[src/rtl/sr_sched_pkg.sv]
// Shared definitions for the SR flip-flop bank scheduler.
// Holds the command opcode encodings and the scheduler FSM state encoding.
// No logic; imported by sr_bank_scheduler and its arbiter.
package sr_sched_pkg;

  // Per-requester command on the op bus
  typedef enum logic [1:0] {
    OP_HOLD = 2'b00,
    OP_SET  = 2'b01,
    OP_RST  = 2'b10,
    OP_ILL  = 2'b11
  } op_e;

  // Scheduler FSM states
  typedef enum logic [1:0] {
    S_IDLE   = 2'd0,
    S_DRIVE  = 2'd1,
    S_SETTLE = 2'd2,
    S_CHECK  = 2'd3
  } state_e;

  // True for commands that pulse an S or R line
  function automatic logic is_drive_op(input op_e o);
    return (o == OP_SET) || (o == OP_RST);
  endfunction

endpackage

[src/rtl/sr_bank_scheduler_rr_arbiter.sv]
// Round-robin arbiter: grants the first active request at or after ptr, wrapping.
// Latency: purely combinational. Backpressure: none; holders keep req until served.
// Ports: req (requests), ptr (search start) -> gnt (one-hot grant), gid (grant index).
module rr_arbiter #(
  parameter int  NREQ = 4,
  localparam int PW   = $clog2(NREQ)
) (
  input  logic [NREQ-1:0] req,
  input  logic [PW-1:0]   ptr,
  output logic [NREQ-1:0] gnt,
  output logic [PW-1:0]   gid
);

  logic          found;
  logic [PW-1:0] cand;

  always_comb begin
    gnt   = '0;
    gid   = '0;
    found = 1'b0;
    cand  = '0;
    for (int k = 0; k < NREQ; k++) begin
      // Candidate index walks from ptr upward, wrapping modulo NREQ
      cand = PW'((int'(ptr) + k) % NREQ);
      if (!found && req[cand]) begin
        found     = 1'b1;
        gnt[cand] = 1'b1;
        gid       = cand;
      end
    end
  end

endmodule

[src/rtl/sr_bank_scheduler.sv]
// Shares one bank of SR flops between NREQ requesters; one S/R pulse, settle, read back, ack.
// Latency: SET/RESET ack 2+SETTLE_CYC cycles after grant sample edge; HOLD/ILLEGAL ack next cycle.
// Backpressure: requesters hold req until their one-cycle ack; one command in flight at a time.
// Ports: clk, rst (async high) | req, op, idx per requester | q_in from bank |
//        s_out, r_out to bank | ack (one-hot), err (valid with ack), busy (not IDLE).
module sr_bank_scheduler
  import sr_sched_pkg::*;
#(
  parameter int  NREQ       = 4,
  parameter int  NBITS      = 8,
  parameter int  SETTLE_CYC = 1,
  localparam int IW         = $clog2(NBITS),
  localparam int PW         = $clog2(NREQ),
  localparam int CW         = $clog2(SETTLE_CYC + 1)
) (
  input  logic               clk,
  input  logic               rst,
  input  logic [NREQ-1:0]    req,
  input  logic [2*NREQ-1:0]  op,
  input  logic [IW*NREQ-1:0] idx,
  input  logic [NBITS-1:0]   q_in,
  output logic [NBITS-1:0]   s_out,
  output logic [NBITS-1:0]   r_out,
  output logic [NREQ-1:0]    ack,
  output logic               err,
  output logic               busy
);

  state_e        state_q;
  op_e           op_q;
  logic [IW-1:0] idx_q;
  logic [PW-1:0] gid_q;
  logic [PW-1:0] ptr_q;
  logic [CW-1:0] cnt_q;

  logic [NREQ-1:0]  gnt;
  logic [PW-1:0]    gid;
  op_e              sel_op;
  op_e              eff_op;
  logic [IW-1:0]    sel_idx;
  logic             sel_oob;
  logic [NBITS-1:0] sel_mask;
  logic             q_bit;

  rr_arbiter #(.NREQ(NREQ)) u_arb (
    .req (req),
    .ptr (ptr_q),
    .gnt (gnt),
    .gid (gid)
  );

  // Pick the granted requester's command (gnt is one-hot or zero)
  always_comb begin
    sel_op  = OP_HOLD;
    sel_idx = '0;
    for (int i = 0; i < NREQ; i++) begin
      if (gnt[i]) begin
        sel_op  = op_e'(op[2*i +: 2]);
        sel_idx = idx[IW*i +: IW];
      end
    end
  end

  // Out-of-range bit index only exists when NBITS is not a power of two
  if ((1 << IW) == NBITS) begin : g_idx_full
    assign sel_oob = 1'b0;
  end else begin : g_idx_part
    assign sel_oob = (sel_idx >= IW'(NBITS));
  end

  // An unreachable bit is handled exactly like an ILLEGAL op: nothing driven, err on ack
  assign eff_op   = sel_oob ? OP_ILL : sel_op;
  assign sel_mask = NBITS'(1) << sel_idx;

  // Read-back of the latched target bit; only consulted for in-range SET/RESET
  assign q_bit = |(q_in & (NBITS'(1) << idx_q));

  always_ff @(posedge clk or posedge rst) begin
    if (rst) begin
      state_q <= S_IDLE;
      op_q    <= OP_HOLD;
      idx_q   <= '0;
      gid_q   <= '0;
      ptr_q   <= '0;
      cnt_q   <= '0;
      s_out   <= '0;
      r_out   <= '0;
      ack     <= '0;
      err     <= 1'b0;
      busy    <= 1'b0;
    end else begin
      // Pulse-type outputs default low; each state asserts only what it needs
      s_out <= '0;
      r_out <= '0;
      ack   <= '0;
      err   <= 1'b0;
      case (state_q)
        S_IDLE: begin
          if (|req) begin
            gid_q <= gid;
            op_q  <= eff_op;
            idx_q <= sel_idx;
            ptr_q <= (gid == PW'(NREQ - 1)) ? '0 : gid + PW'(1);
            busy  <= 1'b1;
            if (is_drive_op(eff_op)) begin
              state_q <= S_DRIVE;
              if (eff_op == OP_SET) s_out <= sel_mask;
              else                  r_out <= sel_mask;
            end else begin
              // HOLD and ILLEGAL complete without touching the bank
              state_q <= S_CHECK;
              ack     <= gnt;
              err     <= (eff_op == OP_ILL);
            end
          end
        end
        S_DRIVE: begin
          state_q <= S_SETTLE;
          cnt_q   <= CW'(SETTLE_CYC - 1);
        end
        S_SETTLE: begin
          if (cnt_q == '0) begin
            // Sample q_in now so ack and err appear together on CHECK entry
            state_q <= S_CHECK;
            ack     <= NREQ'(1) << gid_q;
            err     <= (op_q == OP_SET) ? ~q_bit : q_bit;
          end else begin
            cnt_q <= cnt_q - CW'(1);
          end
        end
        S_CHECK: begin
          state_q <= S_IDLE;
          busy    <= 1'b0;
        end
        default: begin
          state_q <= S_IDLE;
          busy    <= 1'b0;
        end
      endcase
    end
  end

endmodule

[config.mk]
export PLATFORM = sky130hd
export DESIGN_NAME = sr_bank_scheduler
export DESIGN_NICKNAME = d
export VERILOG_FILES = /design/src/rtl/sr_sched_pkg.sv /design/src/rtl/sr_bank_scheduler_rr_arbiter.sv /design/src/rtl/sr_bank_scheduler.sv
export SDC_FILE = /design/constraint.sdc
export NUM_CORES = 1
export LEC_CHECK = 0
export CORE_AREA = 2 2 60 84
export DETAILED_ROUTE_END_ITERATION = 12
export DIE_AREA = 0 0 62 86
export GPL_TIMING_DRIVEN = 1
export PLACE_DENSITY = 0.85
export SETUP_SLACK_MARGIN = 0.1
export SYNTH_ARGS = -nofsm -noshare
export SYNTH_HDL_FRONTEND = slang
export SYNTH_SLANG_ARGS = --single-unit
[constraint.sdc]
create_clock -name clk -period 4.69 [get_ports clk]
set_input_delay 0.938 -clock clk [delete_from_list [all_inputs] [get_ports clk]]
set_output_delay 0.938 -clock clk [all_outputs]
set_load 0.02 [all_outputs]
* Word level (Yosys, flattened, before mapping)
Index checks and enable logic that the tools add are counted.
** Word-level totals
- Bits in read-only memories :: 0
- Memories kept :: 0
- Output and inout bits :: 22
- Logic and storage cells :: 122
- RAM bits :: 0
- Bits in latches :: 0
- Flip-flop bits (word level) :: 34
- Input bits :: 34
** Cells by class
- Shift-type cells :: 3
- Magnitude comparators :: 8
- Multipliers :: 0
- Reductions and logical operators :: 19
- Eq/ne operators :: 10
- Divide/modulo/power cells :: 0
- Muxes and demuxes :: 61
- Add/sub/neg operators :: 5
- Bitwise gates (word level) :: 5
** Operator list (count)
- $mux W8 :: 8
- $mux W4 :: 7
- $mux W2 :: 12
- $mux W1 :: 17
- $shl A1 B3 Y8 const A :: 2
- $lt A2 B3 Y1 const B :: 4
- $mux W3 :: 4
- $or A4 B4 Y4 :: 3
- $eq A2 B2 Y1 const B :: 5
- $and A8 B8 Y8 :: 1
- $bmux W1 S2 :: 4
- $demux W1 S2 :: 4
- $ge A2 B1 Y1 const B :: 4
- $pmux W2 S4 :: 1
- $pmux W4 S2 :: 1
- $reduce_or A8 Y1 :: 1
- $logic_and A1 B1 Y1 :: 7
- $eq A2 B1 Y1 const B :: 3
- $pmux W1 S2 :: 3
- $reduce_and A2 Y1 :: 3
- $add A2 B1 Y2 const B :: 2
- $add A2 B2 Y2 const B :: 2
- $ne A2 B2 Y1 const B :: 2
- $reduce_bool A2 Y1 :: 2
- other kinds (7) :: 9

* Longest topological paths before layout
- Depth after elaboration :: 21
- Gate-level depth with buffers :: 18

* By module
From an unflattened synthesis, not the netlist that was laid out.
** Second synthesis, totals
- Cells, all modules :: 196
- Area total of the unflattened synthesis :: 2001.9 sq um
** By module, submodules not included
- sr_bank_scheduler :: area an instance 1562.7 sq um, instances 1, sequential area each 825.8 sq um, cells each 148
- rr_arbiter :: area an instance 439.2 sq um, instances 1, sequential area each 0.0 sq um, cells each 48

* Least setup slack after synthesis
Ideal clock, no wire load.
- Kind :: reg-to-reg
- Start point :: reg (tool-made name)
- End point :: reg r_out[6]
- Cell stages (with the launch flop) :: 16
- Setup slack :: 0.366 ns
- Buffers on the path :: 3
- Arrival :: 4.219 ns
- Cells stage by stage :: dfrtp_1 -> buf_6 -> clkbuf_1 -> inv_1 -> ha_1 -> clkbuf_1 -> mux4_2 -> or4b_4 -> and4_1 -> a22o_1 -> a221oi_1 -> inv_1 -> ha_1 -> nand2_1 -> or2_2 -> nor4b_1
** RTL lines
- end signal, assigned :: line sr_bank_scheduler.sv:108 : else r_out <= sel_mask;
- end, declared :: line sr_bank_scheduler.sv:23 : output logic [NBITS-1:0] r_out,

* Final worst setup path
- Start point :: in req[2]
- End point :: reg r_out[6]
** On the way
- Cells in the longest elaborated chain, start to end :: 21
** RTL lines
- start, declared :: line sr_bank_scheduler.sv:18 : input logic [NREQ-1:0] req,
- $bmux W1 S2 :: line sr_bank_scheduler_rr_arbiter.sv:25 : if (!found && req[cand]) begin
- $mux W1 (not written as such) :: line sr_bank_scheduler_rr_arbiter.sv:25
- $mux W1 :: line sr_bank_scheduler_rr_arbiter.sv:25
- $logic_not A1 Y1 :: line sr_bank_scheduler_rr_arbiter.sv:25
- $logic_and A1 B1 Y1 :: line sr_bank_scheduler_rr_arbiter.sv:25
- $mux W1 :: line sr_bank_scheduler_rr_arbiter.sv:25
- $logic_not A1 Y1 :: line sr_bank_scheduler_rr_arbiter.sv:25
- $logic_and A1 B1 Y1 :: line sr_bank_scheduler_rr_arbiter.sv:25
- [... 4 more ...]
- $mux W2 (3 in series) :: line sr_bank_scheduler.sv:57 : if (gnt[i]) begin
- $mux W2 * :: line sr_bank_scheduler.sv:57
- net eff_op[1] :: line sr_bank_scheduler.sv:39 : op_e eff_op;
- $eq A2 B1 Y1 / $eq A2 B2 Y1 (equally long branches) :: line sr_sched_pkg.sv:24, sr_bank_scheduler.sv:107
- $mux W8 / $logic_or A1 B1 Y1 (equally long branches) :: line sr_bank_scheduler.sv:107, sr_sched_pkg.sv:24
- $mux W8 * :: line sr_bank_scheduler.sv:105 : if (is_drive_op(eff_op)) begin
- $mux W8 * :: line sr_bank_scheduler.sv:99 : if (|req) begin
- $mux W8 * :: line sr_bank_scheduler.sv:97 : case (state_q)
Mark *: on every way through the listed nets, which the timed path passes. The rest lies on a longest branch. The select of a mux whose other input is x is not followed.
A chain may end at the register's enable or synchronous reset.

==> impl_metrics.env <==
export IMPL_status="finished, final reports clean"
export IMPL_viasPerCell=5.57
export IMPL_grt_overflow=0
export IMPL_critPathMaxStageDelay_ns=0.60
export IMPL_cts_hold_buf=0
export IMPL_cap_violations=0
export IMPL_seq_area_um2=826
export IMPL_fillers=354
export IMPL_syn_to_final_growth_pct=36.3
export IMPL_cpMaxStageDelayCell="or4b_4"
export IMPL_holdWs_ns=0.499
export IMPL_drtIter0Drc=87
export IMPL_multi_input_area_mm2=0.00124
export IMPL_vias=1944
export IMPL_fin_skew_ns=0.00624
export IMPL_vdd_drop_max_mv=0.366
export IMPL_path_cells="clkdlybuf4s50_1, mux4_2, or4b_4, and4_1, a22o_1, a221oi_2, inv_1, ha_1, nand2_1, or2_2, nor4b_1"
export IMPL_ys_types=47
export IMPL_setup_violations=0
export IMPL_synth_cells=222
export IMPL_ys_ff_latch=33
export IMPL_period_share=0.908
export IMPL_synth_simple_area_share=0.239
export IMPL_clk_latency_ns=0.29
export IMPL_yosysTopAreaCell="dfrtp_1"
export IMPL_power_density_mw_per_mm2=707
export IMPL_synth_xor_area_share=0.00806
export IMPL_synth_adder_area_share=0.0748
export IMPL_ioPinCount=56
export IMPL_ys_seq_area_frac=0.380
export IMPL_post_cts_setup_buffers=0
export IMPL_cts_root_buf="clkbuf_8"
export IMPL_drt_total_wl_um=5150
export IMPL_drc=0
export IMPL_cts_tree="built"
export IMPL_syn_cell_area_mm2=0.00217
export IMPL_routedWlPerCell_um=14.8
export IMPL_io_buffers=55
export IMPL_synth_avg_cell_area_um2=9.79
export IMPL_p_leak_nw=1.30
export IMPL_min_path_type="register to register"
export IMPL_max_slew_margin=0.543
export IMPL_diodes=0
export IMPL_layout_drive_gt1_share=0.136
export IMPL_worstSetupEndpointType="register"
export IMPL_synth_nets=269
export IMPL_crit_arrival_ns=4.44
export IMPL_utilization=0.653
export IMPL_synth_area_leaders="dfrtp_1 38%, ha_1 7.5%, nand2_1 5.2%"
export IMPL_clkTransAtPathRegs_ns=0.06
export IMPL_cp_required_ns=4.87
export IMPL_die_x_um=62
export IMPL_critical_path_top_delay_family="simple AND/OR/NAND/NOR gates"
export IMPL_first_pass_iters=4
export IMPL_worstMarginPinSlew_ns=0.686
export IMPL_async_flop_share=1.00
export IMPL_layout_min_cycle_time_ns=4.26
export IMPL_row_count=29
export IMPL_design_die_area_mm2=0.00533
export IMPL_crit_buf_inv=2
export IMPL_rsz0062_at_grt="false"
export IMPL_grt_total_usage=0.212
export IMPL_core_area_mm2=0.00454
export IMPL_antenna_found_initial=0
export IMPL_synth_ff_type="dfrtp_1"
export IMPL_dpl_hpwl_um=4090
export IMPL_cts_sinks=33
export IMPL_ant_nets=0
export IMPL_critPathMaxFanout=7
export IMPL_grt_max_degree=34
export IMPL_worstSetupStartpointType="input pin"
export IMPL_yosys_warnings=0
export IMPL_synth_top_family_by_area="simple AND/OR/NAND/NOR gates"
export IMPL_synth_edf_count=0
export IMPL_slew_viol_final=0
export IMPL_finalNetCount=333
export IMPL_cts_inserted_buffers=5
export IMPL_path_class="input pin to register"
export IMPL_grt_pass1_wl_um=8630
export IMPL_synth_compound_area_frac=0.173
export IMPL_place_congestion=0.902
export IMPL_hold_violations=0
export IMPL_grt_pass1_vias=1916
export IMPL_start_util=0.479
export IMPL_cts_buffer_depth=2
export IMPL_die_h_um=86
export IMPL_fmax_ghz=0.235
export IMPL_cts_htree_levels=2
export IMPL_synth_mux_area_frac=0.0697
export IMPL_yosysTopAreaCellShare=0.380
export IMPL_tns_ns=0
registers in the layout, summed over array words and instances (netlist names), named ones only:
register	count
state_q	2
busy	1
ptr_q	1
op_q	2
r_out	8
s_out	8
gid_q	2
ack	4
err	1
idx_q	3
layout make-up:
cell class,count,share of cell area
clock buffers,7,0.0292
clock inverters,1,0.0101
inverters,13,0.0165
multi-input cells,164,0.418
flip-flops and latches,33,0.279
well taps,62,0.0262
repair buffers,69,0.221
cells by family (layout without fill, tap and decap cells):
kind of cell             count (synthesis)  in the layout
adder cells (fa/ha/maj)                 13             13
AND/OR/NAND/NOR                         89             89
XOR/XNOR                                 2              2
flip-flops                              33             33
buffers and inverters                   25             90
AO/OA/AOI/OAI                           50             50
multiplexers                            10             10
worst reg2reg max path: stages (launching register included):
cell and delay [ns]:
dfrtp_1 0.35, inv_1 0.11, ha_1 0.46, mux4_2 0.43, or4b_4 0.60, and4_1 0.22
a22o_1 0.18, a221oi_2 0.29, inv_1 0.09, ha_1 0.36, nand2_1 0.09, or2_2 0.34
nor4b_1 0.28
metal layers:
metal / GRT usage / share of wire
met1: 0.225 / 0.37
met2: 0.381 / 0.56
met3: 0.0543 / 0.047
met4: 0.0812 / 0.021
met5: 0 / 0
where the power goes:
group | internal (W) | switching [W]
sequential | 0.000368 | 0.0000449
combinational | 0.000591 | 0.000817
clock | 0.000173 | 0.0000999
final timing paths:
check                                     start                   end  slack [ns]  depth (start not counted)
min in group asynchronous                   rst    s_out[7]$_DFF_PP0_        1.05                          3
hold reg to reg            gid_q[0]$_DFFE_PP0P_  gid_q[0]$_DFFE_PP0P_        0.50                          2
setup reg to reg           ptr_q[1]$_DFFE_PP0P_    r_out[6]$_DFF_PP0_        0.78                         12
max in group asynchronous                   rst      ack[0]$_DFF_PP0_        3.36                          3
setup / recovery                         req[2]    r_out[6]$_DFF_PP0_        0.43                         11
hold / removal             gid_q[0]$_DFFE_PP0P_  gid_q[0]$_DFFE_PP0P_        0.50                          2
what timing repair did:
action | 4_1_cts | 5_1_grt
gates resized for setup | 0 | 2
hold endpoints to repair | 0 | 0
endpoints found under the setup margin | 0 | 4
cells in the final DEF (no fill, tap or decap), types with 3 or more instances in the layout:
cell type,instances
inv_1,13
mux4_2,4
and4b_1,3
nor3_1,3
o21ai_0,18
a221oi_1,3
a221o_1,4
dfrtp_1,33
and2_1,5
ha_1,13
and4_1,5
nand2b_1,3
o211ai_1,3
nand2_1,30
clkbuf_8,6
nor3b_1,3
a21oi_1,4
nand3_1,4
clkdlybuf4s50_1,55
mux2i_1,4
buf_4,14
nor2_1,15
nor4b_2,3
metrics by stage:
stage | std cells | total power [W] | cell area (um2) | setup WS [ns]
2_1_floorplan | 222 | 0.00143 | 2170 | 0.366
3_3_place_gp | 341 | 0.00174 | 2840 | 0.250
3_5_place_dp | 341 | 0.00179 | 2840 | 0.111
4_1_cts | 349 | 0.00207 | 2950 | 0.341
5_1_grt | 349 | 0.00226 | 2960 | 0.209
6_report | 349 | 0.00209 | 2960 | 0.430
Yosys cell counts, types with 2 or more instances:
master,count
o211ai_1,3
a22o_1,2
and2_1,5
ha_1,13
nand2_1,30
nor3_1,3
a31oi_1,2
dfrtp_1,33
buf_4,2
mux4_2,4
o22ai_1,2
nor4b_1,2
nor3b_1,3
o2bb2ai_1,2
xnor2_1,2
nor4_2,2
buf_2,3
and4b_1,3
nand2b_1,3
a311oi_1,2
a21oi_1,4
and3b_1,2
a221o_1,4
buf_6,2
nand3_1,4
nor4b_2,3
mux2i_1,5
inv_1,13
nor2b_1,2
a221oi_1,4
and4_1,5
nor2_1,15
nor4_1,2
o21ai_0,18
clkbuf_1,5
and2_0,2
Note: power is estimated with default switching activity, not from simulation.
